<file path="src/rtl/multicycle_controller.sv">
// Multicycle RV32 subset control FSM: fetch/decode/memory/ALU/branch sequencing.
// Optional macro JAL_EN compiles in the JAL state; without it jal decodes as illegal.
module multicycle_controller (
  input  logic       clk,
  input  logic       rst_n,
  input  logic [6:0] opcode,
  input  logic [2:0] func3,
  input  logic       func7_5,
  input  logic       zero,
  input  logic       mem_ready,
  output logic       PCWrite,
  output logic       AdrSrc,
  output logic       MemWrite,
  output logic       IRWrite,
  output logic       RegWrite,
  output logic [1:0] ResultSrc,
  output logic [1:0] ALUSrcA,
  output logic [1:0] ALUSrcB,
  output logic [1:0] ImmSrc,
  output logic [2:0] ALUControl,
  output logic       illegal,
  output logic [3:0] state
);

  typedef enum logic [3:0] {
    S_FETCH    = 4'd0,
    S_DECODE   = 4'd1,
    S_MEMADR   = 4'd2,
    S_MEMREAD  = 4'd3,
    S_MEMWB    = 4'd4,
    S_MEMWRITE = 4'd5,
    S_EXECR    = 4'd6,
    S_EXECI    = 4'd7,
    S_ALUWB    = 4'd8,
    S_BEQ      = 4'd9,
    S_JAL      = 4'd10
  } state_t;

  localparam logic [6:0] OP_LOAD  = 7'b0000011;
  localparam logic [6:0] OP_STORE = 7'b0100011;
  localparam logic [6:0] OP_R     = 7'b0110011;
  localparam logic [6:0] OP_I     = 7'b0010011;
  localparam logic [6:0] OP_BR    = 7'b1100011;
  localparam logic [6:0] OP_JAL   = 7'b1101111;

  localparam logic [2:0] ALU_ADD = 3'b000;
  localparam logic [2:0] ALU_SUB = 3'b001;
  localparam logic [2:0] ALU_AND = 3'b010;
  localparam logic [2:0] ALU_OR  = 3'b011;
  localparam logic [2:0] ALU_XOR = 3'b100;
  localparam logic [2:0] ALU_SLT = 3'b101;
  localparam logic [2:0] ALU_SRL = 3'b110;

  state_t state_q, state_d;
  logic   mem_rdy;
  logic [2:0] exec_alu;
  logic       exec_ill;

  // Holding reset forces the FETCH strobes low even if memory reports ready.
  assign mem_rdy = mem_ready & rst_n;
  assign state   = state_q;

  // NOTE: sequential state uses non-blocking assignment so every flop samples pre-edge values.
  always_ff @(posedge clk or negedge rst_n) begin
    if (!rst_n) state_q <= S_FETCH;
    else        state_q <= state_d;
  end

  always_comb begin
    ImmSrc = 2'b00;
    unique case (opcode)
      OP_STORE: ImmSrc = 2'b01;
      OP_BR:    ImmSrc = 2'b10;
      OP_JAL:   ImmSrc = 2'b11;
      default:  ImmSrc = 2'b00;
    endcase
  end

  always_comb begin
    exec_alu = ALU_ADD;
    exec_ill = 1'b0;
    case (func3)
      3'b000:  exec_alu = (opcode == OP_R && func7_5) ? ALU_SUB : ALU_ADD;
      3'b010:  exec_alu = ALU_SLT;
      3'b100:  exec_alu = ALU_XOR;
      3'b101:  exec_alu = ALU_SRL;
      3'b110:  exec_alu = ALU_OR;
      3'b111:  exec_alu = ALU_AND;
      default: exec_ill = 1'b1;
    endcase
  end

  // NOTE: every output gets a default first so no path through the case infers a latch.
  always_comb begin
    state_d    = state_q;
    PCWrite    = 1'b0;
    AdrSrc     = 1'b0;
    MemWrite   = 1'b0;
    IRWrite    = 1'b0;
    RegWrite   = 1'b0;
    ResultSrc  = 2'b00;
    ALUSrcA    = 2'b00;
    ALUSrcB    = 2'b00;
    ALUControl = ALU_ADD;
    illegal    = 1'b0;
    case (state_q)
      S_FETCH: begin
        ALUSrcB   = 2'b10;
        ResultSrc = 2'b10;
        IRWrite   = mem_rdy;
        PCWrite   = mem_rdy;
        if (mem_rdy) state_d = S_DECODE;
      end
      S_DECODE: begin
        ALUSrcA = 2'b01;
        ALUSrcB = 2'b01;
        case (opcode)
          OP_LOAD, OP_STORE: state_d = S_MEMADR;
          OP_R:              state_d = S_EXECR;
          OP_I:              state_d = S_EXECI;
          OP_BR:             state_d = S_BEQ;
`ifdef JAL_EN
          OP_JAL:            state_d = S_JAL;
`endif
          default: begin
            state_d = S_FETCH;
            illegal = 1'b1;
          end
        endcase
      end
      S_MEMADR: begin
        ALUSrcA = 2'b10;
        ALUSrcB = 2'b01;
        state_d = (opcode == OP_LOAD) ? S_MEMREAD : S_MEMWRITE;
      end
      S_MEMREAD: begin
        AdrSrc = 1'b1;
        if (mem_rdy) state_d = S_MEMWB;
      end
      S_MEMWB: begin
        ResultSrc = 2'b01;
        RegWrite  = 1'b1;
        state_d   = S_FETCH;
      end
      S_MEMWRITE: begin
        AdrSrc   = 1'b1;
        MemWrite = 1'b1;
        if (mem_rdy) state_d = S_FETCH;
      end
      S_EXECR, S_EXECI: begin
        ALUSrcA    = 2'b10;
        ALUSrcB    = (state_q == S_EXECI) ? 2'b01 : 2'b00;
        ALUControl = exec_alu;
        illegal    = exec_ill;
        state_d    = S_ALUWB;
      end
      S_ALUWB: begin
        RegWrite = 1'b1;
        state_d  = S_FETCH;
      end
      S_BEQ: begin
        ALUSrcA    = 2'b10;
        ALUControl = ALU_SUB;
        PCWrite    = zero;
        state_d    = S_FETCH;
      end
`ifdef JAL_EN
      S_JAL: begin
        ALUSrcA = 2'b01;
        ALUSrcB = 2'b10;
        PCWrite = 1'b1;
        state_d = S_ALUWB;
      end
`endif
      default: state_d = S_FETCH;
    endcase
  end

endmodule

</file>
<file path="config.mk">
export PLATFORM = sky130hd
export DESIGN_NAME = multicycle_controller
export DESIGN_NICKNAME = d
export VERILOG_FILES = /design/src/rtl/multicycle_controller.sv
export SDC_FILE = /design/constraint.sdc
export NUM_CORES = 1
export LEC_CHECK = 0
export ABC_AREA = 1
export CORE_UTILIZATION = 34
export DETAILED_ROUTE_END_ITERATION = 6
export PLACE_DENSITY = 0.81
export RECOVER_POWER = 100
export SLEW_MARGIN = 20
export SYNTH_ARGS = -nofsm -noshare
export SYNTH_HDL_FRONTEND = slang
export SYNTH_SLANG_ARGS = --single-unit
</file>
<file path="constraint.sdc">
create_clock -name clk -period 1.35 [get_ports clk]
set_input_delay 0.27 -clock clk [delete_from_list [all_inputs] [get_ports clk]]
set_output_delay 0.27 -clock clk [all_outputs]
set_load 0.02 [all_outputs]
</file>
==> impl_metrics.ini, run 1 <==
[synthesis]
synthCells = 93
yosys_warnings = 0
syn_area_per_cell_sq_um = 5.52
yosysSeqAreaShare_pct = 19.5
synth_cell_types = 20
synth.cell_area_sq_um = 513
synth_seq_cells = 4
synth_nets = 108

[clock_network]
clock-sinks = 4
clk_path_buf_depth = 2
cts_root_buf = clkbuf_4
cts_buffers = 3
cts.htree.levels = 1

[floorplanning]
initial_core_util_pct = 38.0
rows = 13
num_io_pins = 36
die_y_um = 40.8
die_w_um = 40.8

[global_route]
antenna_found_initial = 0
grt_max_degree = 6

[placement]
place_congestion = 0.860
dp_slack_ns = -0.841
hpwlAfterDp_um = 1610
port_buffers = 35
dp.cells = 168

[outcome]
failed_stage = global routing
outcome = aborted with a tool error
first-error = [ERROR DPL-0033] detailed placement checks failed during check placement.

[sta]
worst_endpoint_kind = top-level output
grt-worst-endpoint = ALUSrcB[0]
[kinds of logic after synthesis]
group / after synthesis / share of synthesized area (%)
buffers and inverters: 19 / 14.6
DFF: 4 / 19.5
and+or+nand+nor: 60 / 54.1
AOI/OAI and AO/OA: 10 / 11.7
[what timing repair did]
action,CTS
pin swaps,19
gates resized for setup,143
hold buffers,0
gates cloned,0
endpoints found under the setup margin,22
hold endpoints to repair,0
buffers inserted,7
[cell usage after synthesis, drive strengths merged]
| master | count | area (sq um) |
|---|---|---|
| nor2 | 18 | 87.6 |
| inv | 18 | 67.6 |
| a21oi | 3 | 15.0 |
| a211oi | 1 | 7.51 |
| nand3 | 10 | 55.1 |
| nand4 | 2 | 12.5 |
| nand2 | 28 | 110 |
| buf | 1 | 7.51 |
| nor3 | 1 | 5.00 |
| o21ai | 5 | 28.8 |
| nor3b | 1 | 7.51 |
| o221ai | 1 | 8.76 |
| dfrtp | 4 | 100 |
[through the flow]
stage / utilization (%) / area, sq um
3_5_place_dp: 82.0 / 1110
4_1_cts: 89.5 / 1210
3_3_place_gp: 82.0 / 1110
2_1_floorplan: - / 551
==> run 2: changes to the inputs <==
--- a/config.mk
+++ b/config.mk
@@ -6,9 +6,10 @@
 export NUM_CORES = 1
 export LEC_CHECK = 0
 export ABC_AREA = 1
-export CORE_UTILIZATION = 34
+export CORE_AREA = 2 2 63 65
 export DETAILED_ROUTE_END_ITERATION = 6
-export PLACE_DENSITY = 0.81
+export DIE_AREA = 0 0 65 67
+export PLACE_DENSITY_LB_ADDON = 0.15
 export RECOVER_POWER = 100
 export SLEW_MARGIN = 20
 export SYNTH_ARGS = -nofsm -noshare
==> run 2 against run 1 <==
Against the previous run:
- the flow now finishes, with violations (negative setup slack)
- synthesized area did not move
- synthesized cell count did not move
==> impl_metrics.ini, run 2 <==
[synthesis]
synth_cell_types = 20
synth_nets = 108
synthMuxAreaShare_pct = 0
synth.area.top_cells = dfrtp_1 20%, nand2_1 19%, inv_1 11%
synth-adder-area-share_pct = 0
yosys_warnings = 0
synthFlopType = dfrtp_1
yosys-top-cells-count = 26 x nand2_1, 15 x inv_1, 14 x nor2_1
synth_top_area_share_pct = 19.5
yosysSeqAreaShare_pct = 19.5
synth.cell_area_sq_um = 513
yosys.area_share.simple_pct = 54.1
synthCells = 93
synth_top_cell_by_area = dfrtp_1
syn_area_per_cell_sq_um = 5.52
yosysMostFrequentCell = nand2_1
synth_edf_count = 0
synthXorXnorAreaFrac_pct = 0
async_flop_share_pct = 100
synth_compound_area_share_pct = 11.7
synth_top_family_by_area = simple AND/OR/NAND/NOR gates
synth_seq_cells = 4

[clock_network]
cts.htree.levels = 1
clk_path_buf_depth = 2
hold_buffers = 0
tritoncts = yes
worstSkewPairLatency_ns = 0.21
cts_root_buf = clkbuf_8
cts_buffers = 3
cts.clk_slew.worst_paths_ns = 0.03
clock-sinks = 4

[sta]
setup_ws_ns = -0.213
period_needed_ns = 1.56
fmax_ghz = 0.640
tightest_slew_ns = 0.246
relSlewSlack_pct = 83.5
finalCritPeriodShare_pct = 116
hold_viol = 0
report.final.slew_viol_count = 0
fin_skew_ns = 0.00120
rsz0062_at_grt = yes
setup_viol = 17

[floorplanning]
die_w_um = 65
fp.coreArea_sq_um = 3610
num_io_pins = 36
initial_core_util_pct = 14.2
die_y_um = 67
rows = 22
die_area_sq_um = 4360

[worst_setup_path]
worstPathRequired_ns = 1.08
end_kind = output pin
r2r_slack_ns = -0.01
cp.arrival_ns = 1.29
crit_type = reg2out
worst_setup_path_start_kind = flop
r2r-end = state[2]
reg2reg_from = state[2]
reg2reg_depth = 9
crit_fanout = 5

[job]
max_cap_viol_count = 0

[finish]
final_cells = 218
fillers = 392
syn2layout_area_growth_pct = 181
mostFrequentLayoutCells = 38 x buf_4, 20 x buf_6, 18 x nand2_1, 10 x nor2_4
diodes = 0
final_common_cell = buf_4
largest_register_ff_count = 4
drive_above_1_share_pct = 74.1
fin_nets = 187

[global_route]
antenna_found_initial = 0
grt_pass1_vias = 864
grt_max_degree = 6
grt_overflow = 0
grt.total_usage_pct = 10.5
grt_pass1_wl_um = 3590

[detailed_routing]
routed_wl_um = 2130
drt-initial-drc-count = 34
vias_per_cell = 3.91
ant_nets = 0
avgRoutedWirePerCell_um = 9.78
drtPass1Iterations = 4
drc_errors = 0
routed-via-count = 852

[placement]
place_congestion = 0.768
hpwlAfterDp_um = 1700
port_buffers = 35
dp_slack_ns = -0.876
dp.cells = 207

[pwr]
vdd_drop_max_uv = 606
p_per_area_nw_per_um2 = 1100
leakage_nw = 0.744
power_mw = 1.58

[worst_hold_path]
hold_path.class = in2async

[outcome]
outcome = complete, but fails checks
violations = negative setup slack
-- run 2: cell counts after synthesis --
Identical to the previous run, type by type.
-- run 2: area by class of cell --
cell class / count / area [sq um] / share of cell area [%]
sequential: 4 / 105 / 7.28
tap: 48 / 60.1 / 4.16
timing repair buffer: 75 / 634 / 43.9
clock buffer: 3 / 41.3 / 2.86
multi-input combinational: 70 / 528 / 36.6
inverter: 18 / 75.1 / 5.20
-- run 2: report_power, final --
group,internal (mW),switching (mW)
combinational,0.553,0.597
clock,0.190,0.0577
sequential,0.145,0.0382
-- run 2: timing repair --
item,CTS,global route
endpoints found under the setup margin,22,22
setup buffers,8,2
pin swaps,23,13
gates resized for setup,162,33
-- run 2: worst max-delay path, stage by stage, from the launching register on --
cell and delay [ns]:
dfrtp_2 0.44, nor2_4 0.19, inv_2 0.06, nor2_4 0.13, nand3_2 0.08, nand2_2 0.07
buf_6 0.11
-- run 2: per-layer routing --
layer / wire length, um / GRT usage, % / vias to the layer above / share of wire (%)
met5: 0 / 0 / - / 0
met4: 21 / 4.79 / 0 / 0.98
met3: 100 / 1.35 / 2 / 4.7
met2: 1120 / 18.2 / 22 / 52
met1: 893 / 12.9 / 380 / 42
li1: - / - / 448 / -
-- run 2: logic make-up (layout without fill, tap and decap cells) --
kind of cell	after synthesis	in the layout
AND/OR/NAND/NOR	60	60
flip-flops	4	4
buffers and inverters	19	96
AO/OA/AOI/OAI	10	10
-- run 2: how the worst max path moves through the flow --
stage / start / endpoint / slack (ns)
6_report: state[2] / illegal / -0.21
4_1_cts: state[3] / illegal / -0.22
5_1_grt: state[2] / illegal / -0.29
2_1_floorplan: state[2] / illegal / -0.05
3_5_place_dp: opcode[1] / ALUControl[0] / -0.88
3_3_place_gp: opcode[1] / ALUControl[0] / -0.85
-- run 2: per-stage QoR --
stage	instance area, sq um	hold WS, ns	setup TNS, ns	util [%]
floorplan	551	-0.0256	-0.117	-
global placement	1190	0.563	-9.98	33.1
detailed placement	1190	0.571	-10.01	33.1
CTS	1350	0.344	-2.53	37.4
global route	1440	0.461	-3.73	40.0
finish	1440	0.436	-2.48	40.0
(Power assumes the default switching activity.)
==> run 3: changes to the inputs <==
--- a/config.mk
+++ b/config.mk
@@ -5,10 +5,10 @@
 export SDC_FILE = /design/constraint.sdc
 export NUM_CORES = 1
 export LEC_CHECK = 0
-export ABC_AREA = 1
 export CORE_AREA = 2 2 63 65
 export DETAILED_ROUTE_END_ITERATION = 6
 export DIE_AREA = 0 0 65 67
+export MAX_ROUTING_LAYER = met4
 export PLACE_DENSITY_LB_ADDON = 0.15
 export RECOVER_POWER = 100
 export SLEW_MARGIN = 20
==> run 3 against run 2 <==
Against the previous run:
- the run still ends with negative setup slack left
- clock skew grew 0.0021 ns
- register-to-register slack worse by 0.30 ns
- maximum frequency decreased by 9.1%
- worst hold slack got worse by 0.22 ns
- largest power group unchanged
- flip-flop and latch count unchanged
- synthesized cell count decreased by 11%
- first-iteration DRC count decreased by 76%
- non-clock buffer count up 13
- clock-buffer cell count unchanged
- core utilization increased by 9.8 points
- combinational power down 69%
- global-route usage increased by 2.5 points
==> impl_metrics.ini, run 3 <==
[detailed_routing]
routed_wl_um = 2740
drtPass1Iterations = 4
vias_per_cell = 4.39
drc_errors = 0
avgRoutedWirePerCell_um = 12.7
ant_nets = 0
drt-initial-drc-count = 8
routed-via-count = 948

[global_route]
antenna_found_initial = 0
grt_pass1_vias = 940
grt_overflow = 0
grt_max_degree = 12
grt_pass1_wl_um = 4220
grt.total_usage_pct = 13.0

[finish]
fillers = 373
largest_register_ff_count = 4
final_common_cell = buf_6
final_cells = 216
syn2layout_area_growth_pct = 214
mostFrequentLayoutCells = 42 x buf_6, 26 x buf_4, 6 x nor3_4, 6 x dlygate4sd2_1
drive_above_1_share_pct = 73.8
diodes = 0
fin_nets = 185

[clock_network]
cts.clk_slew.worst_paths_ns = 0.03
clock-sinks = 4
tritoncts = yes
cts_root_buf = clkbuf_8
clk_path_buf_depth = 2
worstSkewPairLatency_ns = 0.21
cts_buffers = 3
cts.htree.levels = 1

[sta]
fin_hold_ws_ns = 0.213
rsz0062_at_grt = yes
relSlewSlack_pct = 73.5
fmax_ghz = 0.582
setup_ws_ns = -0.370
finalCritPeriodShare_pct = 127
report.final.slew_viol_count = 0
period_needed_ns = 1.72
setup_viol = 18
fin_skew_ns = 0.00327
tightest_slew_ns = 0.398
hold_viol = 0

[job]
max_cap_viol_count = 0

[worst_setup_path]
path_cells = nand3b_1 -> buf_6 -> o41ai_4 -> buf_4
worst_setup_path_start_kind = flop
worstPathRequired_ns = 1.08
cpMaxStageDelayCell = dfrtp_2
crit_type = reg2out
slowest_delay_ns = 0.40
end_kind = output pin
crit_fanout = 4
cp.arrival_ns = 1.45

[synthesis]
synthFlopType = dfrtp_1
synth_top_cell_by_area = dfrtp_1
synth_seq_cells = 4
synthMuxAreaShare_pct = 0
synth-adder-area-share_pct = 0
synthCells = 83
yosys_warnings = 0
yosys.area_share.simple_pct = 46.7
synth_top_family_by_area = simple AND/OR/NAND/NOR gates
synth_cell_types = 35
synth_nets = 98
yosysMostFrequentCell = nor3_1
async_flop_share_pct = 100
yosysSeqAreaShare_pct = 17.5
synth.area.top_cells = dfrtp_1 17%, nor3_1 9.6%, a21oi_1 7.9%
synth_edf_count = 0
synth.cell_area_sq_um = 573
synth_compound_area_share_pct = 24.2
synth_top_area_share_pct = 17.5
synthXorXnorAreaFrac_pct = 4.59
syn_area_per_cell_sq_um = 6.90
yosys-top-cells-count = 11 x nor3_1, 9 x a21oi_1, 7 x nand2_1

[floorplanning]
rows = 22
initial_core_util_pct = 15.9
die_y_um = 67
fp.coreArea_sq_um = 3610
die_area_sq_um = 4360
num_io_pins = 36
die_w_um = 65

[worst_hold_path]
hold_path.class = in2async

[placement]
place_congestion = 0.717
port_buffers = 35
dp.cells = 193
hpwlAfterDp_um = 1840

[outcome]
outcome = complete, but fails checks
violations = negative setup slack

[pwr]
vdd_drop_max_uv = 231
p_per_area_nw_per_um2 = 410
leakage_nw = 0.780
==> run 3: cell types whose count changed after synthesis, sizes merged, moves of 6 or more <==
cell,previous run,this run
nand3,10,3
a21oi,3,9
nor3,1,12
inv,18,3
nand2,28,7
nor2,18,6
==> run 3: layer usage <==
| layer | up-vias | part of all wire, % | GRT usage, % | wire length (um) |
|---|---|---|---|---|
| met5 | - | 0 | - | 0 |
| met4 | 0 | 0 | 3.99 | 0 |
| met3 | 0 | 3.9 | 1.35 | 108 |
| met2 | 22 | 58 | 25.8 | 1590 |
| met1 | 442 | 38 | 13.4 | 1030 |
| li1 | 484 | - | - | - |
==> run 3: worst paths after layout <==
path	slack (ns)	end	cells after the start	startpoint
max reg2reg	-0.31	state[0]	6	state[2]
max	-0.37	ALUControl[0]	4	state[3]
min	0.21	state[1]	2	rst_n
min reg2reg	0.70	state[0]	3	state[3]
max in group asynchronous	0.83	state[3]	2	rst_n
min in group clk	0.41	state[2]	4	opcode[5]
==> run 3: power by group <==
part | leakage (nW) | switching, mW | internal [mW]
logic | 0.708 | 0.157 | 0.204
registers | 0.0501 | 0.00743 | 0.124
clock network | 0.0216 | 0.0547 | 0.189
==> run 3: repair_timing <==
item	CTS	global route
setup endpoints to repair	25	23
pin swaps	25	20
gates cloned	1	0
hold buffers	0	0
resized for setup	184	41
buffers inserted	16	8
==> run 3: kinds of logic (layout without fill, tap and decap cells) <==
| group | after synthesis | count (layout) |
|---|---|---|
| AO/OA/AOI/OAI | 21 | 21 |
| XOR/XNOR | 3 | 3 |
| AND/OR/NAND/NOR | 46 | 46 |
| buffers and inverters | 9 | 94 |
| flip-flops | 4 | 4 |
==> run 3: critical path, delay by kind of cell (launching register included) <==
kind            cells  cell delay, ns
buf+inv             2            0.35
compound gates      1            0.30
simple gates        1            0.19
flops               1            0.40
==> run 3: final cells by class <==
type                            count  area [sq um]  share of cell area, %
Multi-Input combinational cell     70           687                   38.2
Clock buffer                        3          41.3                   2.30
Tap cell                           48          60.1                   3.34
Timing Repair Buffer               88           887                   49.3
Sequential cell                     4           104                   5.78
Inverter                            3          18.8                   1.04
==> run 3: metrics by stage <==
stage / utilization (%) / power (mW) / area [sq um] / setup slack [ns] / TNS [ns]
after floorplan: - / 0.245 / 701 / -0.291 / -1.83
after global placement: 36.6 / 0.406 / 1320 / -1.11 / -13.47
after detailed placement: 36.6 / 0.407 / 1320 / -1.12 / -13.56
after CTS: 46.0 / 0.710 / 1660 / -0.388 / -4.31
after global routing: 49.9 / 0.779 / 1800 / -0.427 / -5.14
final: 49.9 / 0.737 / 1800 / -0.370 / -4.04
